$ cat src/rtl/uart_rx_byte_pkg.sv
// Shared definitions for the 8N1 serial receive path: state encoding and frame constants.
package uart_rx_byte_pkg;

    typedef enum logic [1:0] {
        IDLE  = 2'd0,
        START = 2'd1,
        DATA  = 2'd2,
        STOP  = 2'd3
    } rx_state_t;

    localparam int unsigned DEFAULT_CLKS_PER_BIT = 434;
    localparam int unsigned DATA_BITS            = 8;
    localparam logic        STOP_LEVEL           = 1'b1;

endpackage

$ cat src/rtl/uart_bit_timer.sv
// Bit-period counter with synchronous clear; flags the mid-bit and full-bit terminal counts.
module uart_bit_timer #(
    parameter int unsigned CLKS_PER_BIT = 434,
    parameter int unsigned CNT_W        = 16
) (
    input  logic clk,
    input  logic rst,
    input  logic i_clear,
    output logic o_mid_done,
    output logic o_full_done
);

    localparam logic [CNT_W-1:0] MID_LAST  = CNT_W'(CLKS_PER_BIT / 2 - 1);
    localparam logic [CNT_W-1:0] FULL_LAST = CNT_W'(CLKS_PER_BIT - 1);

    logic [CNT_W-1:0] r_cnt;

    always_ff @(posedge clk or negedge rst) begin
        if (!rst) begin
            r_cnt <= '0;
        end else if (i_clear) begin
            r_cnt <= '0;
        end else begin
            r_cnt <= r_cnt + CNT_W'(1);
        end
    end

    assign o_mid_done  = (r_cnt == MID_LAST);
    assign o_full_done = (r_cnt == FULL_LAST);

endmodule

$ cat src/rtl/uart_rx_byte.sv
// 8N1 receiver with one-entry byte buffer, level read interrupt, framing and overrun reporting.
//
// state | meaning
// IDLE  | line idle; arms on a high, starts on a following low
// START | waiting for mid start bit; a high there is a glitch
// DATA  | sampling 8 data bits LSB-first at mid-bit
// STOP  | sampling stop bit at its middle, then deliver/drop/frame error
module uart_rx_byte
    import uart_rx_byte_pkg::*;
#(
    parameter int unsigned CLKS_PER_BIT = DEFAULT_CLKS_PER_BIT,
    parameter int unsigned CNT_W        = 16
) (
    input  logic       clk,
    input  logic       rst,
    input  logic       uart_in,
    input  logic       cpu_end_read,
    output logic       read_int,
    output logic [7:0] rx_byte,
    output logic       frame_err,
    output logic       overrun
);

    logic                 r_sync1;
    logic                 r_sync2;
    rx_state_t            r_state;
    logic                 r_armed;
    logic [2:0]           r_bit_idx;
    logic [DATA_BITS-1:0] r_shift;
    logic                 r_read_int;
    logic [7:0]           r_rx_byte;
    logic                 r_frame_err;
    logic                 r_overrun;

    logic w_rx_s;
    logic w_clear;
    logic w_mid_done;
    logic w_full_done;

    always_ff @(posedge clk or negedge rst) begin
        if (!rst) begin
            r_sync1 <= 1'b1;
            r_sync2 <= 1'b1;
        end else begin
            r_sync1 <= uart_in;
            r_sync2 <= r_sync1;
        end
    end

    assign w_rx_s = r_sync2;

    // Timer runs from zero at every state entry; IDLE holds it cleared.
    always_comb begin
        w_clear = 1'b1;
        case (r_state)
            IDLE:    w_clear = 1'b1;
            START:   w_clear = w_mid_done;
            DATA:    w_clear = w_full_done;
            STOP:    w_clear = w_full_done;
            default: w_clear = 1'b1;
        endcase
    end

    uart_bit_timer #(
        .CLKS_PER_BIT (CLKS_PER_BIT),
        .CNT_W        (CNT_W)
    ) u_bit_timer (
        .clk         (clk),
        .rst         (rst),
        .i_clear     (w_clear),
        .o_mid_done  (w_mid_done),
        .o_full_done (w_full_done)
    );

    always_ff @(posedge clk or negedge rst) begin
        if (!rst) begin
            r_state     <= IDLE;
            r_armed     <= 1'b0;
            r_bit_idx   <= 3'd0;
            r_shift     <= '0;
            r_read_int  <= 1'b0;
            r_rx_byte   <= 8'h00;
            r_frame_err <= 1'b0;
            r_overrun   <= 1'b0;
        end else begin
            r_frame_err <= 1'b0;

            if (cpu_end_read && r_read_int) begin
                r_read_int <= 1'b0;
                r_overrun  <= 1'b0;
            end

            case (r_state)
                IDLE: begin
                    if (w_rx_s) begin
                        r_armed <= 1'b1;
                    end else if (r_armed) begin
                        r_state <= START;
                        r_armed <= 1'b0;
                    end
                end
                START: begin
                    if (w_mid_done) begin
                        if (!w_rx_s) begin
                            r_state   <= DATA;
                            r_bit_idx <= 3'd0;
                        end else begin
                            r_state <= IDLE;
                            r_armed <= 1'b1;
                        end
                    end
                end
                DATA: begin
                    if (w_full_done) begin
                        r_shift   <= {w_rx_s, r_shift[DATA_BITS-1:1]};
                        r_bit_idx <= r_bit_idx + 3'd1;
                        if (r_bit_idx == 3'(DATA_BITS - 1)) begin
                            r_state <= STOP;
                        end
                    end
                end
                STOP: begin
                    if (w_full_done) begin
                        r_state <= IDLE;
                        // A low stop bit may be a break; require a high before re-arming.
                        r_armed <= w_rx_s;
                        if (w_rx_s == STOP_LEVEL) begin
                            if (!r_read_int || cpu_end_read) begin
                                r_rx_byte  <= r_shift;
                                r_read_int <= 1'b1;
                            end else begin
                                r_overrun <= 1'b1;
                            end
                        end else begin
                            r_frame_err <= 1'b1;
                        end
                    end
                end
                default: r_state <= IDLE;
            endcase
        end
    end

    assign read_int  = r_read_int;
    assign rx_byte   = r_rx_byte;
    assign frame_err = r_frame_err;
    assign overrun   = r_overrun;

endmodule

$ cat config.mk
export PLATFORM = sky130hd
export DESIGN_NAME = uart_rx_byte
export DESIGN_NICKNAME = d
export VERILOG_FILES = /design/src/rtl/uart_rx_byte_pkg.sv /design/src/rtl/uart_bit_timer.sv /design/src/rtl/uart_rx_byte.sv
export SDC_FILE = /design/constraint.sdc
export NUM_CORES = 1
export LEC_CHECK = 0
export BUFFER_PORTS_ARGS = -buffer_cell sky130_fd_sc_hd__buf_2
export CAP_MARGIN = 20
export CORE_MARGIN = 2
export CORE_UTILIZATION = 60
export CTS_BUF_LIST = sky130_fd_sc_hd__clkbuf_2 sky130_fd_sc_hd__clkbuf_4 sky130_fd_sc_hd__clkbuf_8
export DETAILED_ROUTE_END_ITERATION = 8
export PLACE_DENSITY = 0.85
export SYNTH_ARGS = -nofsm -noshare
export SYNTH_HDL_FRONTEND = slang
export SYNTH_SLANG_ARGS = --single-unit
$ cat constraint.sdc
create_clock -name clk -period 2.9 [get_ports clk]
set_input_delay 0.58 -clock clk [delete_from_list [all_inputs] [get_ports clk]]
set_output_delay 0.58 -clock clk [all_outputs]
set_load 0.02 [all_outputs]
==> out/results.txt, run 1 <==
The flow ran to the end, and the final reports show no timing, DRC or antenna violations. Chip height: 62.1 um. Leaving out fill and tap cells, the most frequent cell in the layout is sky130_fd_sc_hd__dfrtp_1.

For this configuration, the core starts out at a cell density of 61.6%. IR analysis of the VDD net gives a maximum drop of 0.416 mV. In the layout the commonest cells are sky130_fd_sc_hd__dfrtp_1 (41), sky130_fd_sc_hd__nor2_1 (17), sky130_fd_sc_hd__mux2_2 (17), sky130_fd_sc_hd__buf_2 (14), sky130_fd_sc_hd__xnor2_1 (10). The logs give 0 for the count of nets left with antenna violations after detail routing and 0 for the final count of pins violating max slew.

Final worst-path cycle share: 80.8%. In the routed design, unresolved DRC markers number 0. Timing would allow up to 0.427 GHz. The number of flops mapped to enable cells by yosys was 0; the total of warnings raised by yosys was 0.

Entering global routing, the biggest net connects 44 pins. Counting every net in the synthesized netlist gives 179. The startpoint of the most critical setup path was u_bit_timer.r_cnt[1]$_DFF_PN0_. The arrival time of data at the critical path endpoint was 2.59 ns; the count of vias placed by the detailed router was 1319.

The die covers 0.00385 mm^2. The area of the mapped netlist came out at 0.00202 mm^2. The post-detailed-route wirelength per cell was 14.3 um; the final HPWL from detailed placement was 2330 um.

Input and output buffers added on the ports amount to 14. The tools report the global router's overall resource usage as 19.9%. The insertion delay of the later-clocked pin in the worst-skew pair was 0.35 ns; the placeable core region was 0.00328 mm^2.

From synthesis to final layout, the design area changed by 6.68%. The total setup buffers inserted after CTS came out at 0. The post-detailed-route via-to-cell ratio was 5.69.

Of the total synthesized cell area, the portion taken by full adders, half adders and majority gates is 3.09%. The highest fanout seen on the critical path is 11, and the count of instances resized after the clock tree is built is 0. Clock input transition at the sequential cells of the worst setup and hold paths: 0.12 ns. The first routing iteration left 43 violations. The cell type of the slowest stage on the worst timing path is sky130_fd_sc_hd__dfrtp_1. Data on the critical path is required at its endpoint by 3.15 ns. The flop and latch count out of synthesis is 43, and the total negative setup slack is 0 ns. The async set-reset flop share out of synthesis works out to 100%. For the post-route clock skew, the log shows 0.00580 ns. STA classifies the critical path endpoint as a register. Averaged over all synthesized cells, the footprint is 11.9 um^2. The final period demand of the worst path is 2.34 ns. The tools report the number of clock buffers inserted by TritonCTS as 5. The antenna diode instance count came out at 0. The worst hold path belongs to the class input pin to register. After clock tree synthesis, the flow added hold-fix buffers numbering 0. The worst setup path category is register to register.

The portion of synthesized area spent on multiplexers is 9.96%. The first global-routing pass estimated 5440 um of wire. The tools report the number of nets in the layout as 194.

Worst flop-to-flop path startpoint: u_bit_timer.r_cnt[1]$_DFF_PN0_. Setup repair after global routing left no endpoint under its margin. Synthesized-area fraction occupied by xor and xnor cells: 5.20%. For the number of setup violations in the final report, the log shows 0. Worst path buffer plus inverter count: 1.

Traced cell by cell, the critical path runs through inv_1 > ha_1 > nor4bb_1 > and4_1 > and2_1 > mux2_2. The post-route netlist has 26.9% of its cells at a drive strength greater than 1. For the final global-route overflow total, the log shows 0. For this design the ratio of total power to cell area is 565 mW/mm^2. The run gives 15 as the number of primary I/O pins. The logs give 0 for the hold violation total from the final report and 40.8% for the worst slew slack as a fraction of its limit. The total design power is 0.00122 W. At the pin with the least slew margin, the transition time is 0.888 ns. For the via count of the first global-routing pass, the log shows 1189.

The share of the yosys chip area belonging to registers was 53.3%; the number of detailed-routing iterations run before antenna repair was 4. The number of clock sinks was 43; the buffer depth of the longest clock path was 2. The main combinational cell family by area after synthesis is simple AND/OR/NAND/NOR gates. Unique cell type count in the Yosys netlist: 46. In the synthesized netlist the dominant register cell turns out to be sky130_fd_sc_hd__dfrtp_1. The cell count after synthesis came out at 170.

The largest single stage delay on the critical path is 0.44 ns. In this run the clock root is driven by a sky130_fd_sc_hd__clkbuf_4. The initial antenna violation count was 0; the area share of and/or/nand/nor cells after synthesis was 18.0%.

The tightest hold margin was 0.309 ns; the x dimension of the die was 62.1 um. The synthesized netlist devotes 6.81% of its cell area to compound gates. Summed over all cells, the static leakage comes to 1.03 nW. TritonCTS built the clock tree. The total detailed-routing wirelength is 3330 um, and the max-capacitance violation count is 0. The worst hold path begins at uart_in.

The floorplan has 21 rows. CTS built an H-tree with a depth of 2. At the end of routability-driven placement, the weighted congestion stood at 0.849.

The category of cells accounting for the largest share of critical-path delay was simple AND/OR/NAND/NOR gates. STA classifies the critical path startpoint as a register.
worst reg2reg max path: cells and delay by family, from the launching register on:
family        cells  cell delay, ns
simple gates      3            1.17
flops             1            0.44
mux               1            0.40
fa+ha+maj         1            0.14
buf+inv           1            0.09
metal layers:
metal	wire length (um)	vias to the layer above	track usage [%]	share of wire, %
li1	-	637	-	-
met1	1570	637	27.6	47
met2	1540	38	29.2	46
met3	169	7	6.00	5.1
met4	54	0	8.21	1.6
met5	0	-	0	0
per-stage QoR:
stage | worst slack, ns | utilization, % | area (um^2) | std cells
global placement | 0.693 | 63.9 | 2100 | 224
finish | 0.557 | 65.7 | 2160 | 232
floorplan | 0.788 | - | 2020 | 170
CTS | 0.562 | 65.7 | 2160 | 232
global route | 0.389 | 65.7 | 2160 | 232
detailed placement | 0.572 | 63.9 | 2100 | 224
final cells by class:
type,instances,area [um^2]
clock buffer,5,37.5
clock inverter,3,20.0
fill,248,1130
inverter,6,22.5
multi-input combinational,115,871
sequential,43,1080
tap,46,57.6
timing repair buffer,14,70.1
path summary, 6_finish.rpt:
check	slack (ns)	end	depth (start not counted)
setup / recovery	0.56	r_shift[5]$_DFFE_PN0P_	6
hold / removal	0.31	r_sync1$_DFF_PN1_	1
setup reg to reg	0.56	r_shift[5]$_DFFE_PN0P_	6
hold reg to reg	0.37	r_sync2$_DFF_PN1_	0
max in group asynchronous	2.02	rx_byte[2]$_DFFE_PN0P_	1
min in group asynchronous	0.33	async pin	1
Yosys cell counts, types with 3 or more instances:
| cell type | n | area [um^2] |
|---|---|---|
| sky130_fd_sc_hd__a21oi_1 | 5 | 25.0 |
| sky130_fd_sc_hd__xnor2_1 | 10 | 87.6 |
| sky130_fd_sc_hd__nand4_1 | 3 | 18.8 |
| sky130_fd_sc_hd__ha_1 | 5 | 62.6 |
| sky130_fd_sc_hd__and4_1 | 3 | 26.3 |
| sky130_fd_sc_hd__inv_1 | 6 | 22.5 |
| sky130_fd_sc_hd__buf_6 | 3 | 33.8 |
| sky130_fd_sc_hd__nor3_1 | 3 | 15.0 |
| sky130_fd_sc_hd__nand3_1 | 6 | 30.0 |
| sky130_fd_sc_hd__nand2_1 | 7 | 26.3 |
| sky130_fd_sc_hd__dfrtp_1 | 41 | 1030 |
| sky130_fd_sc_hd__nor4_1 | 6 | 37.5 |
| sky130_fd_sc_hd__nor2_1 | 17 | 63.8 |
| sky130_fd_sc_hd__mux2_2 | 17 | 191 |
power by group:
part | internal, W | switching [W]
logic | 0.0000913 | 0.000100
registers | 0.000654 | 0.0000906
clock network | 0.0000926 | 0.000191
cell families after synthesis:
group / after synthesis
buffers and inverters: 12
multiplexers: 18
AND/OR/NAND/NOR: 63
adder cells (fa/ha/maj): 5
flip-flops: 43
XOR/XNOR: 12
AO/OA/AOI/OAI: 17
flip-flops by register name (all words and copies together) (netlist names), 3 cells and up, named ones only:
| name | cells |
|---|---|
| r_shift | 8 |
| u_bit_timer.r_cnt | 16 |
| rx_byte | 8 |
| r_bit_idx | 3 |
Power figures use the tool's default switching activity.
==> inputs of run 2 (changes only) <==
--- a/config.mk
+++ b/config.mk
@@ -5,13 +5,14 @@
 export SDC_FILE = /design/constraint.sdc
 export NUM_CORES = 1
 export LEC_CHECK = 0
+export ABC_AREA = 1
 export BUFFER_PORTS_ARGS = -buffer_cell sky130_fd_sc_hd__buf_2
 export CAP_MARGIN = 20
 export CORE_MARGIN = 2
 export CORE_UTILIZATION = 60
 export CTS_BUF_LIST = sky130_fd_sc_hd__clkbuf_2 sky130_fd_sc_hd__clkbuf_4 sky130_fd_sc_hd__clkbuf_8
 export DETAILED_ROUTE_END_ITERATION = 8
-export PLACE_DENSITY = 0.85
+export PLACE_DENSITY = 0.84
 export SYNTH_ARGS = -nofsm -noshare
 export SYNTH_HDL_FRONTEND = slang
 export SYNTH_SLANG_ARGS = --single-unit
==> constraint.sdc (replaced) <==
create_clock -name clk -period 2.4 [get_ports clk]
set_input_delay 0.48 -clock clk [delete_from_list [all_inputs] [get_ports clk]]
set_output_delay 0.48 -clock clk [all_outputs]
set_load 0.02 [all_outputs]
==> out/results.txt, run 2 <==
The flow ran to the end, and the final reports show no timing, DRC or antenna violations. After layout, the worst setup slack is 0.543 ns. The flip-flop count of the largest register after layout was 16; the transition time of the tightest slew-check pin was 0.541 ns. The critical path in this run is classified as register to register. Setup repair after global routing left no endpoint under its margin. The library cell used most frequently in the layout, excluding fill and tap cells, is sky130_fd_sc_hd__nand2_1. In the post-synthesis netlist, the biggest area contributors are sky130_fd_sc_hd__dfrtp_1 (49%), sky130_fd_sc_hd__nand2_1 (13%), sky130_fd_sc_hd__inv_1 (7.9%). The max-capacitance violation count was 0; the unique cell type count in the Yosys netlist was 25. The peak supply drop came out at 0.490 mV.

For the largest net degree at the start of global routing, the log shows 44. At the worst endpoint, the arrival time is 2.12 ns. The run gives 0 as the final global-route overflow total. The H-tree was split into 2 levels.

For the number of clock sinks, the log shows 43. Of the synthesized area, sequential elements account for 51.6%. The logs give 0 for the hold violation total from the final report and 21.3% for the global router's overall resource usage. Timing analysis after detailed placement gives a worst setup slack of 0.634 ns. The floorplan has 21 rows. The run gives 5 as the number of clock buffers inserted by TritonCTS. Dividing the detail-routed wire length by the instance count gives 11.0 um. In this run, synthesis inferred 0 flip-flops with an integrated enable.

In this run, synthesis produced a sequential element count of 43. For the buffer depth of the longest clock path, the log shows 2. The logs give 0 ns for the total negative setup slack and 0.00209 mm^2 for the area of the mapped netlist. The tools report the category of the worst setup path launch point as a register.

The type of the worst min-delay path was input pin to async pin. For this run, the number of Yosys warnings is 0. The first global-routing pass estimated 6570 um of wire. Total detailed-routing wirelength: 3530 um. For the final database, setup skew stands at 0.0116 ns. In this run the tightest slew margin relative to its limit is 63.8%. The detailed router finished its first iteration with 101 violations. The final count of pins violating max slew is 0, and the depth of the critical timing path with buffers and inverters included is 12. The final HPWL from detailed placement was 2540 um. In this design, the critical path's most frequently occurring cell is sky130_fd_sc_hd__nand2_1.

The kind of cell with the highest combined delay along the critical path is simple AND/OR/NAND/NOR gates. Cell type contributing the most total cell area after synthesis: sky130_fd_sc_hd__dfrtp_1. Timing would allow up to 0.538 GHz.

The average footprint of a synthesized cell is 8.19 um^2. Yosys instantiated no cell more often than sky130_fd_sc_hd__nand2_1. At the worst endpoint, the required time is 2.66 ns.

Across all layers, the routed design uses 1571 vias. The critical path goes through ha_1 > nand2_1 > nor2_1 > nand2_1 > nor2_1 > nand2_1 > inv_1 > nand3_1 > nand2_1 > inv_1 > nand2_1 > inv_1. The area growth from synthesis to layout is 8.68%. The post-detailed-route via-to-cell ratio came out at 4.88. In the synthesized netlist the async set-or-reset flop fraction comes to 100%. The logs give 0 for the total setup buffers inserted after CTS and 264 for the net count after synthesis. The run gives 0.00334 mm^2 as the placeable core region. Gates resized during post-CTS repair numbered 0. TritonCTS built the clock tree. Port buffering added 14 buffers. Register ranked first by flip-flop count: u_bit_timer.r_cnt. Hold is met by 0.178 ns. Setup violations remaining at the end of the flow were counted as 0. Portion of synthesized cell area occupied by the leading cell type: 49.1%. The cell count after synthesis was 255; the initial core utilization was 62.6%.

The worst path buffer plus inverter count was 3. The worst path uses 77.4% of the clock period. The count of nets left with antenna violations after detail routing came out at 0. Among all stages on the critical path, the largest delay is contributed by sky130_fd_sc_hd__dfrtp_1. On the worst path, the slowest cell contributes a delay of 0.45 ns. After the last flow step, the layout net total stands at 284.

The die is 63.0 um wide. In the synthesized netlist the dominant register cell turns out to be sky130_fd_sc_hd__dfrtp_1. The run gives 0 as the initial antenna violation count.

Clock input transition at the sequential cells of the worst setup and hold paths: 0.13 ns. The commonest cells after synthesis are sky130_fd_sc_hd__nand2_1 (70), sky130_fd_sc_hd__inv_1 (44), sky130_fd_sc_hd__dfrtp_1 (41). The die covers 0.00397 mm^2. The highest fanout seen on the critical path is 5. In this run the clock root is driven by a sky130_fd_sc_hd__clkbuf_4.

For this run, the detailed router's first-pass iteration total came to 4. The chip height was 63.0 um; the number of buffers added to fix hold violations after cts was 0. The worst setup path is captured at a register.

Cells with a size suffix above 1 make up 15.9% of the layout. The congestion estimate from routability-driven global placement came to 0.850. The library cells used most frequently in the layout, excluding fill and tap cells, are sky130_fd_sc_hd__nand2_1 (70), sky130_fd_sc_hd__inv_1 (44), sky130_fd_sc_hd__dfrtp_1 (41), sky130_fd_sc_hd__nor2_1 (30), sky130_fd_sc_hd__o21ai_0 (15). The run gives 0 as the antenna diode instance count.

For the worst flop-to-flop path, the logic depth is 12. The worst path in the final design needs a cycle of 1.86 ns, including I/O delays and setup. The tools report the via count of the first global-routing pass as 1556. The analysis attributes to cell leakage a power of 1.23 nW.

Pin placement for this block handled 15 I/O pins. The DRC violation count after routing is 0, and the power per cell area is 688 mW/mm^2. The insertion delay of the later-clocked pin in the worst-skew pair came out at 0.35 ns.
## run 2: cell families (layout without fill, tap and decap cells)
group / after synthesis / count (layout) / share of synthesized area [%]
flops: 43 / 43 / 51.6
simple gates: 127 / 127 / 26.3
buf+inv: 48 / 69 / 9.04
fa+ha+maj: 5 / 5 / 2.99
xor+xnor: 4 / 4 / 1.68
compound gates: 28 / 28 / 8.38
## run 2: stage by stage
stage               cells  utilization, %  area, um^2  total power [W]
floorplan             255               -        2090          0.00112
global placement      314            66.2        2210          0.00120
detailed placement    314            66.2        2210          0.00122
CTS                   322            68.1        2270          0.00158
global route          322            68.1        2270          0.00169
finish                322            68.1        2270          0.00156
## run 2: final cells by class
class	instances	area (um^2)
sequential	43	1080
timing repair buffer	15	77.6
clock inverter	3	25.0
tap	46	57.6
clock buffer	5	37.5
inverter	46	173
multi-input combinational	164	822
fill	275	1070
## run 2: worst paths after layout
path | from | slack, ns | end
setup / recovery | u_bit_timer.r_cnt[0]$_DFF_PN0_ | 0.54 | u_bit_timer.r_cnt[14]$_DFF_PN0_
max in group asynchronous | rst | 1.85 | r_sync2$_DFF_PN1_
hold reg to reg | r_sync1$_DFF_PN1_ | 0.38 | r_sync2$_DFF_PN1_
min in group clk | uart_in | 0.21 | r_sync1$_DFF_PN1_
setup reg to reg | u_bit_timer.r_cnt[0]$_DFF_PN0_ | 0.54 | u_bit_timer.r_cnt[14]$_DFF_PN0_
hold / removal | rst | 0.18 | u_bit_timer.r_cnt[3]$_DFF_PN0_
## run 2: per-layer routing
layer,part of all wire (%),track usage [%],wire length (um)
met1,47,26.5,1650
met2,48,35.1,1710
met3,3.7,6.67,131
met4,1.2,7.50,44
met5,0,0,0
## run 2: power breakdown
part | internal, W | switching, W
registers | 0.000777 | 0.0000553
logic | 0.000114 | 0.000258
clock network | 0.000118 | 0.000241
